### src/rtl/proc_pkg.sv
// Shared definitions for the multicycle processor front end.
// Holds the instruction field layout, opcode constants and the
// instruction-fetch state encoding used by instr_fetch.
package proc_pkg;

  // Memory word and IIIXXXYYY instruction field widths
  localparam int unsigned WORD_W  = 16;
  localparam int unsigned INSTR_W = 9;
  localparam int unsigned OPC_W   = 3;
  localparam int unsigned RX_W    = 3;
  localparam int unsigned RY_W    = 3;

  // Opcodes (instruction bits [8:6])
  localparam logic [OPC_W-1:0] OP_MV   = 3'b000;
  localparam logic [OPC_W-1:0] OP_MVI  = 3'b001;
  localparam logic [OPC_W-1:0] OP_ADD  = 3'b010;
  localparam logic [OPC_W-1:0] OP_SUB  = 3'b011;
  localparam logic [OPC_W-1:0] OP_HALT = 3'b111;

  // Issue counter saturation value
  localparam logic [WORD_W-1:0] ICOUNT_MAX = '1;

  // Fetch sequencer states
  typedef enum logic [2:0] {
    S_IDLE      = 3'd0,
    S_FETCH     = 3'd1,
    S_WAIT_IR   = 3'd2,
    S_FETCH_IMM = 3'd3,
    S_WAIT_IMM  = 3'd4,
    S_ISSUE     = 3'd5,
    S_EXEC      = 3'd6,
    S_HALTED    = 3'd7
  } fetch_state_e;

  // Opcode field of a 9-bit instruction
  function automatic logic [OPC_W-1:0] opcode_of(input logic [INSTR_W-1:0] instr);
    return instr[INSTR_W-1 -: OPC_W];
  endfunction

endpackage

### src/rtl/fetch_pc.sv
// Program counter for the instruction fetch sequencer.
// Ports:
//   clock, resetn : clock and asynchronous active-low reset
//   clr           : synchronous clear to 0 (wins over inc)
//   inc           : advance by one, wrapping at 2^ADDR_W
//   pc            : current counter value (registered)
module fetch_pc #(
  parameter int unsigned ADDR_W = 5
) (
  input  logic              clock,
  input  logic              resetn,
  input  logic              clr,
  input  logic              inc,
  output logic [ADDR_W-1:0] pc
);

  logic [ADDR_W-1:0] pc_q;
  logic [ADDR_W-1:0] pc_d;

  // Next count; natural ADDR_W-bit overflow gives the silent wrap
  always_comb begin
    pc_d = pc_q;
    if (clr) begin
      pc_d = '0;
    end else if (inc) begin
      pc_d = pc_q + ADDR_W'(1);
    end
  end

  always_ff @(posedge clock or negedge resetn) begin
    if (!resetn) begin
      pc_q <= '0;
    end else begin
      pc_q <= pc_d;
    end
  end

  assign pc = pc_q;

endmodule

### src/rtl/instr_fetch.sv
// Instruction fetch sequencer for the multicycle core.
// Reads instruction words from a one-cycle-latency memory, fetches the
// immediate word for mvi, hands ir/din to the core with a one-cycle run
// pulse and waits for done before the next fetch. Stops on the halt opcode.
// Ports:
//   clock, resetn : clock and asynchronous active-low reset
//   start         : begin at address 0 (only from IDLE or HALTED)
//   mem_addr      : memory address (the pc register)
//   mem_rdata     : memory data, one cycle after mem_addr
//   ir, din       : instruction and immediate presented to the core
//   run           : one-cycle issue pulse
//   done          : core completion, looked at only while executing
//   pc            : current fetch address
//   busy, halted  : sequencer status
//   icount        : saturating count of issued instructions
module instr_fetch #(
  parameter int unsigned ADDR_W = 5,
  parameter logic [proc_pkg::OPC_W-1:0] OP_MVI  = proc_pkg::OP_MVI,
  parameter logic [proc_pkg::OPC_W-1:0] OP_HALT = proc_pkg::OP_HALT
) (
  input  logic                        clock,
  input  logic                        resetn,
  input  logic                        start,
  output logic [ADDR_W-1:0]           mem_addr,
  input  logic [proc_pkg::WORD_W-1:0] mem_rdata,
  output logic [proc_pkg::INSTR_W-1:0] ir,
  output logic [proc_pkg::WORD_W-1:0] din,
  output logic                        run,
  input  logic                        done,
  output logic [ADDR_W-1:0]           pc,
  output logic                        busy,
  output logic                        halted,
  output logic [proc_pkg::WORD_W-1:0] icount
);

  import proc_pkg::*;

  fetch_state_e         state_q, state_d;
  logic [INSTR_W-1:0]   ir_q, ir_d;
  logic [WORD_W-1:0]    din_q, din_d;
  logic [WORD_W-1:0]    icount_q, icount_d;
  logic                 run_q, run_d;
  logic                 busy_q, busy_d;
  logic                 halted_q, halted_d;
  logic                 pc_clr;
  logic                 pc_inc;
  logic [ADDR_W-1:0]    pc_w;
  logic [OPC_W-1:0]     rd_opcode;

  // Opcode of the word currently returned by memory
  assign rd_opcode = opcode_of(mem_rdata[INSTR_W-1:0]);

  fetch_pc #(
    .ADDR_W (ADDR_W)
  ) u_pc (
    .clock  (clock),
    .resetn (resetn),
    .clr    (pc_clr),
    .inc    (pc_inc),
    .pc     (pc_w)
  );

  // Next state, pc control and datapath register updates
  always_comb begin
    state_d  = state_q;
    ir_d     = ir_q;
    din_d    = din_q;
    icount_d = icount_q;
    pc_clr   = 1'b0;
    pc_inc   = 1'b0;

    case (state_q)
      S_IDLE, S_HALTED: begin
        if (start) begin
          pc_clr   = 1'b1;
          icount_d = '0;
          state_d  = S_FETCH;
        end
      end
      // Memory samples pc on the edge leaving this state
      S_FETCH: begin
        state_d = S_WAIT_IR;
      end
      // Halt words are latched into ir but never issued
      S_WAIT_IR: begin
        ir_d   = mem_rdata[INSTR_W-1:0];
        pc_inc = 1'b1;
        if (rd_opcode == OP_HALT) begin
          state_d = S_HALTED;
        end else if (rd_opcode == OP_MVI) begin
          state_d = S_FETCH_IMM;
        end else begin
          state_d = S_ISSUE;
        end
      end
      S_FETCH_IMM: begin
        state_d = S_WAIT_IMM;
      end
      S_WAIT_IMM: begin
        din_d   = mem_rdata;
        pc_inc  = 1'b1;
        state_d = S_ISSUE;
      end
      S_ISSUE: begin
        if (icount_q != ICOUNT_MAX) begin
          icount_d = icount_q + WORD_W'(1);
        end
        state_d = S_EXEC;
      end
      S_EXEC: begin
        if (done) begin
          state_d = S_FETCH;
        end
      end
      default: begin
        state_d = S_IDLE;
      end
    endcase
  end

  // Status outputs registered from the state being entered
  always_comb begin
    run_d    = (state_d == S_ISSUE);
    busy_d   = (state_d != S_IDLE) && (state_d != S_HALTED);
    halted_d = (state_d == S_HALTED);
  end

  always_ff @(posedge clock or negedge resetn) begin
    if (!resetn) begin
      state_q  <= S_IDLE;
      ir_q     <= '0;
      din_q    <= '0;
      icount_q <= '0;
      run_q    <= 1'b0;
      busy_q   <= 1'b0;
      halted_q <= 1'b0;
    end else begin
      state_q  <= state_d;
      ir_q     <= ir_d;
      din_q    <= din_d;
      icount_q <= icount_d;
      run_q    <= run_d;
      busy_q   <= busy_d;
      halted_q <= halted_d;
    end
  end

  assign mem_addr = pc_w;
  assign pc       = pc_w;
  assign ir       = ir_q;
  assign din      = din_q;
  assign run      = run_q;
  assign busy     = busy_q;
  assign halted   = halted_q;
  assign icount   = icount_q;

endmodule
### config.mk
export PLATFORM = sky130hd
export DESIGN_NAME = instr_fetch
export DESIGN_NICKNAME = d
export VERILOG_FILES = /design/src/rtl/proc_pkg.sv /design/src/rtl/fetch_pc.sv /design/src/rtl/instr_fetch.sv
export SDC_FILE = /design/constraint.sdc
export NUM_CORES = 1
export LEC_CHECK = 0
export CAP_MARGIN = 20
export CORE_ASPECT_RATIO = 0.75
export CORE_UTILIZATION = 50
export CTS_CLUSTER_DIAMETER = 40
export DETAILED_ROUTE_END_ITERATION = 16
export PLACE_DENSITY_LB_ADDON = 0.2
export SYNTH_ARGS = -nofsm -noshare
export SYNTH_HDL_FRONTEND = slang
export SYNTH_HIERARCHICAL = 1
export SYNTH_SLANG_ARGS = --single-unit
### constraint.sdc
create_clock -name clock -period 5.7 [get_ports clock]
set_input_delay 0.57 -clock clock [delete_from_list [all_inputs] [get_ports clock]]
set_output_delay 0.57 -clock clock [all_outputs]
set_load 0.01 [all_outputs]
# Yosys cells after proc, flatten, opt, wreduce, memory -nomap -nowiden
# Cells that the tools add are included.
# W data, S select, Z words.
# totals
inputBits,20
output_inout_bits,54
reg_bits,52
elab_cells,46
# op_classes
mux,13
n_reduce_logical,8
n_eq_ne,15
addsub,2
# op_table
operator,count
$mux W16,2
$pmux W16 S2,1
$eq A3 B3 Y1 const B,7
$pmux W3 S7,1
$add A16 B1 Y16 const B,1
$ne A16 B16 Y1 const B,1
$mux W3,4
$mux W5,2
$eq A3 B1 Y1 const B,2
$eq A3 B2 Y1 const B,2
$add A5 B1 Y5 const B,1
$ne A2 B2 Y1 const B,2
$reduce_bool A2 Y1,2
$reduce_or A2 Y1,2
$logic_not A3 Y1,1
$mux W1,3
$ne A3 B3 Y1 const B,1
$reduce_and A3 Y1,1
$reduce_bool A3 Y1,1
$logic_and A1 B1 Y1,1

# Depth between registers and ports, before layout
# depth
depth_word,6
depth_mapped,9
ltp_nobuf,6

# Hierarchy
# The synthesis kept the hierarchy.
# modules_own_cells
mod,area_per_inst_um2,seq_area_each_um2,instances,cells_each
instr_fetch,2165.8,1176.1,1,187
fetch_pc,252.7,125.1,1,22

# Worst setup path before layout
# OpenSTA, ideal clock, no wires.
# synth_timing
kind,input port to flip-flop
from,input start
to,register u_pc.pc_q[3] (netlist: u_pc/pc[3])
cell_stages,5
t_required_ns,5.573
n_path_buf,1
setup_ns,0.127
setup_slack_ns,3.639
t_arrival_ns,1.934
path_cell_list,or4b_4 -> nand2_1 -> buf_1 -> nor2b_1 -> mux2_1
# synth_via
elab_chain_len,3
elab_cells_between_ends,4
cone_classes,mux: 3; reduce/logical: 1
# synth_lines
element,line,source
"start, declared",instr_fetch.sv:23,"input logic start,"
$mux W1 (*),instr_fetch.sv:74,if (start) begin
$mux W1 (*),instr_fetch.sv:72,case (state_q)
net pc_clr,instr_fetch.sv:45,logic pc_clr;
$mux W5 or $reduce_bool A2 Y1 (tied branches),--,
"end signal, assigned",fetch_pc.sv:34,pc_q <= pc_d;
"end, declared",fetch_pc.sv:17,logic [ADDR_W-1:0] pc_q;
# Mark *: on every way through the listed nets, which the timed path passes. The rest lies on a longest branch.
# A chain may end at the register's enable or synchronous reset.

# Worst setup path in the final report
# layout_timing
from,input start
to,register u_pc.pc_q[3] (netlist: u_pc/pc[3])
# layout_via
elab_chain_len,3
elab_cells_between_ends,4
cone_classes,mux: 3; reduce/logical: 1
# layout_lines
element,line
$mux W1 (*),instr_fetch.sv:74
$mux W1 (*),instr_fetch.sv:72
$mux W5 or $reduce_bool A2 Y1 (tied branches),--
# Mark *: on every way between the ends. The rest lies on a longest branch, timed or not.

==> results.md <==
- Worst stage delay on the critical path: ~0.55 ns
- Critical-path maximum fanout: 21
- I/O pin count: 74
- Antenna violations before repair: 0
- Final Max Tran Viols: 0
- Post-Route WL: approximately 5000 um
- Via count: ~1,800
- Largest net degree at the start of global routing: 53
- CTS sink cnt: between 50 and 60
- Leak: about 1.4 nW
- Grt ovf: 0
- Antenna cells: 0
- Crit Path Class: in2reg
- Critical Path End Type: register
- #FFs+latches synth: 52
- Ys flop type: dfrtp_1
- Tot GR Track Use: ~23%
- Worst path slowest cell: clkdlybuf4s50_1
- Vias in the first global route: ~1,800
- Final core utilization: slightly above 70%
- Final Setup Violations: 0
- Drt via density: around 5.5
- Setup slack, reg-to-reg: ~3.4 ns
- Pre-CTS setup slack: about 3.0 ns
- Clock Pin Slew Worst Setup and Hold Paths: approximately 0.09 ns
- Initial DRC Count: approximately 120
- Worst Path Required: 5.90 ns
- Critical path buffers and inverters: 1
- Drt pass-1 iters: 4
- Core Region: 4546 um2
- DRC violations left: 0
- H-tree depth: 2
- Most frequent cells in the layout: 72 x clkdlybuf4s50_1, 52 x dfrtp_1, 27 x mux2_2
- Row cnt: 21
- Final Cycle Share: about two fifths
- Post-CTS Resized: 0
- CTS Hold Bufs: 0
- Sequential share of the synthesized area: a little over half
- Fin cells: about 340
- Net count, final: about 300
- Top cells by area, synth: dfrtp_1 54%, mux2_2 13%, nor2_1 3.9%
- Fraction of registers with async set/reset: 100.0%
- CP startpoint kind: input port
- Status: completed
- Slew headroom: 46.58%
- Crit path time final: 2.361 ns
- Syn_nets: roughly 230
- Clk_skew: roughly 0.0074 ns
- Distinct cells, synth: 47
- Chip width: approximately 82 um
- Yosys top cell area share: between 50% and 60%
- Worst-Margin Slew: approximately 0.8 ns
- Placed cell area: approximately 3100 um2
- Average wire per cell in the routed design: about 15 um
- Die Y: 62.23 um
- First-pass GRT wire length: between 8000 and 9000 um
- Global placer's final weighted congestion: 0.8065
- Port Buffers: 73
- Warnings from Yosys: 6
- Critical Path AT: approximately 2.6 ns
- Cts bufs inserted: 5
- Die ar.: a little over 5000 um2
- CTS tree: built
- Tot Pwr: between 1.5 and 2 mW
- Clk_lat worst skew: approximately 0.31 ns
- Synthesized area: 2419 um2
- Crit-path cells: clkdlybuf4s50_1, or4b_4, nand2_1, nor2b_1, mux2_1
- Max-cap violations: 0
- Worst-case clock buffer depth: 2
- Syn Inst Count: between 200 and 250
- Hold slack: 0.3504 ns
- CP delay by family, top: simple AND/OR/NAND/NOR gates
- Pwr Density: roughly 480 nW/um2
- FMAX: about 0.42 GHz
- Design area: 3264 um2
- Final Hold Fails: 0
- Syn Area/Cell: ~12 um2
- Final ANT Viol Nets: 0
- Number of synthesized flops with an enable pin: 0
- Share of cells above drive strength 1: 16.19%
- Hold WC Path Type: in2async
- CTS root buffer: clkbuf_8
- Post-CTS setup buffer count: 0
- Setup TNS: 0 ns
- Cell taking the most area after synthesis: dfrtp_1
- Peak supply drop: between 0.2 and 0.3 mV
- Unrepaired setup endpoints after global routing: false
- Initial core utilization: around 53%
- Hpwl dp: roughly 3700 um
- Placed insts: approximately 330
- Most common cell after layout, fill and taps aside: clkdlybuf4s50_1
- Final worst slack: around 3.3 ns
- P&R area growth vs syn: 34.97%
==> worst paths after layout <==
kind	endpoint	start	depth (start not counted)
max	u_pc/pc[3]	start	5
min	icount[3]	resetn	2
max reg2reg	u_pc/pc[4]	state_q[0]	5
min reg2reg	din[6]	din[6]	1
max in group asynchronous	ir[8]	resetn	2
min in group clock	din[6]	din[6]	1
==> power by group <==
group / internal [mW] / leakage [nW] / switching, mW
Combinational: 0.409 / 0.665 / 0.292
Clock: 0.132 / 0.0548 / 0.126
Sequential: 0.501 / 0.653 / 0.108
==> state kept, by name (all words and copies together), names as in the netlist <==
register,count
din,16
u_pc/pc,5
busy,1
icount,16
run,1
state_q,3
ir,9
halted,1
==> logic make-up after synthesis <==
logic type	synth area share (%)
buf+inv	3.517
simple gates	16.92
mux	14.49
xor+xnor	4.346
compound gates	5.898
fa+ha+maj	1.034
flops	53.80
==> Yosys cell counts (3+ instances only) <==
| cell type | instances |
|---|---|
| a21oi_1 | 6 |
| and4_1 | 3 |
| buf_2 | 5 |
| buf_4 | 6 |
| dfrtp_1 | 52 |
| mux2_2 | 27 |
| nand2_1 | 11 |
| nand3_1 | 6 |
| nand4_1 | 10 |
| nor2_1 | 25 |
| o21ai_0 | 3 |
| xnor2_1 | 4 |
| xor2_1 | 8 |
==> area by class of cell <==
type,count,area (um2)
Clock buffer,5,68.82
Timing Repair Buffer,75,740.7
Tap cell,57,71.32
Multi-Input combinational cell,142,1032
Clock inverter,3,46.29
Fill cell,343,1281
Sequential cell,52,1301
Inverter,1,3.754
==> routing by layer <==
layer,share of wire [%],GRT usage [%]
met5,0,0
met3,5.2,4.853
met2,49,36.67
met4,1.3,7.237
met1,44,30.43
Note: power is estimated with default switching activity, not from simulation.
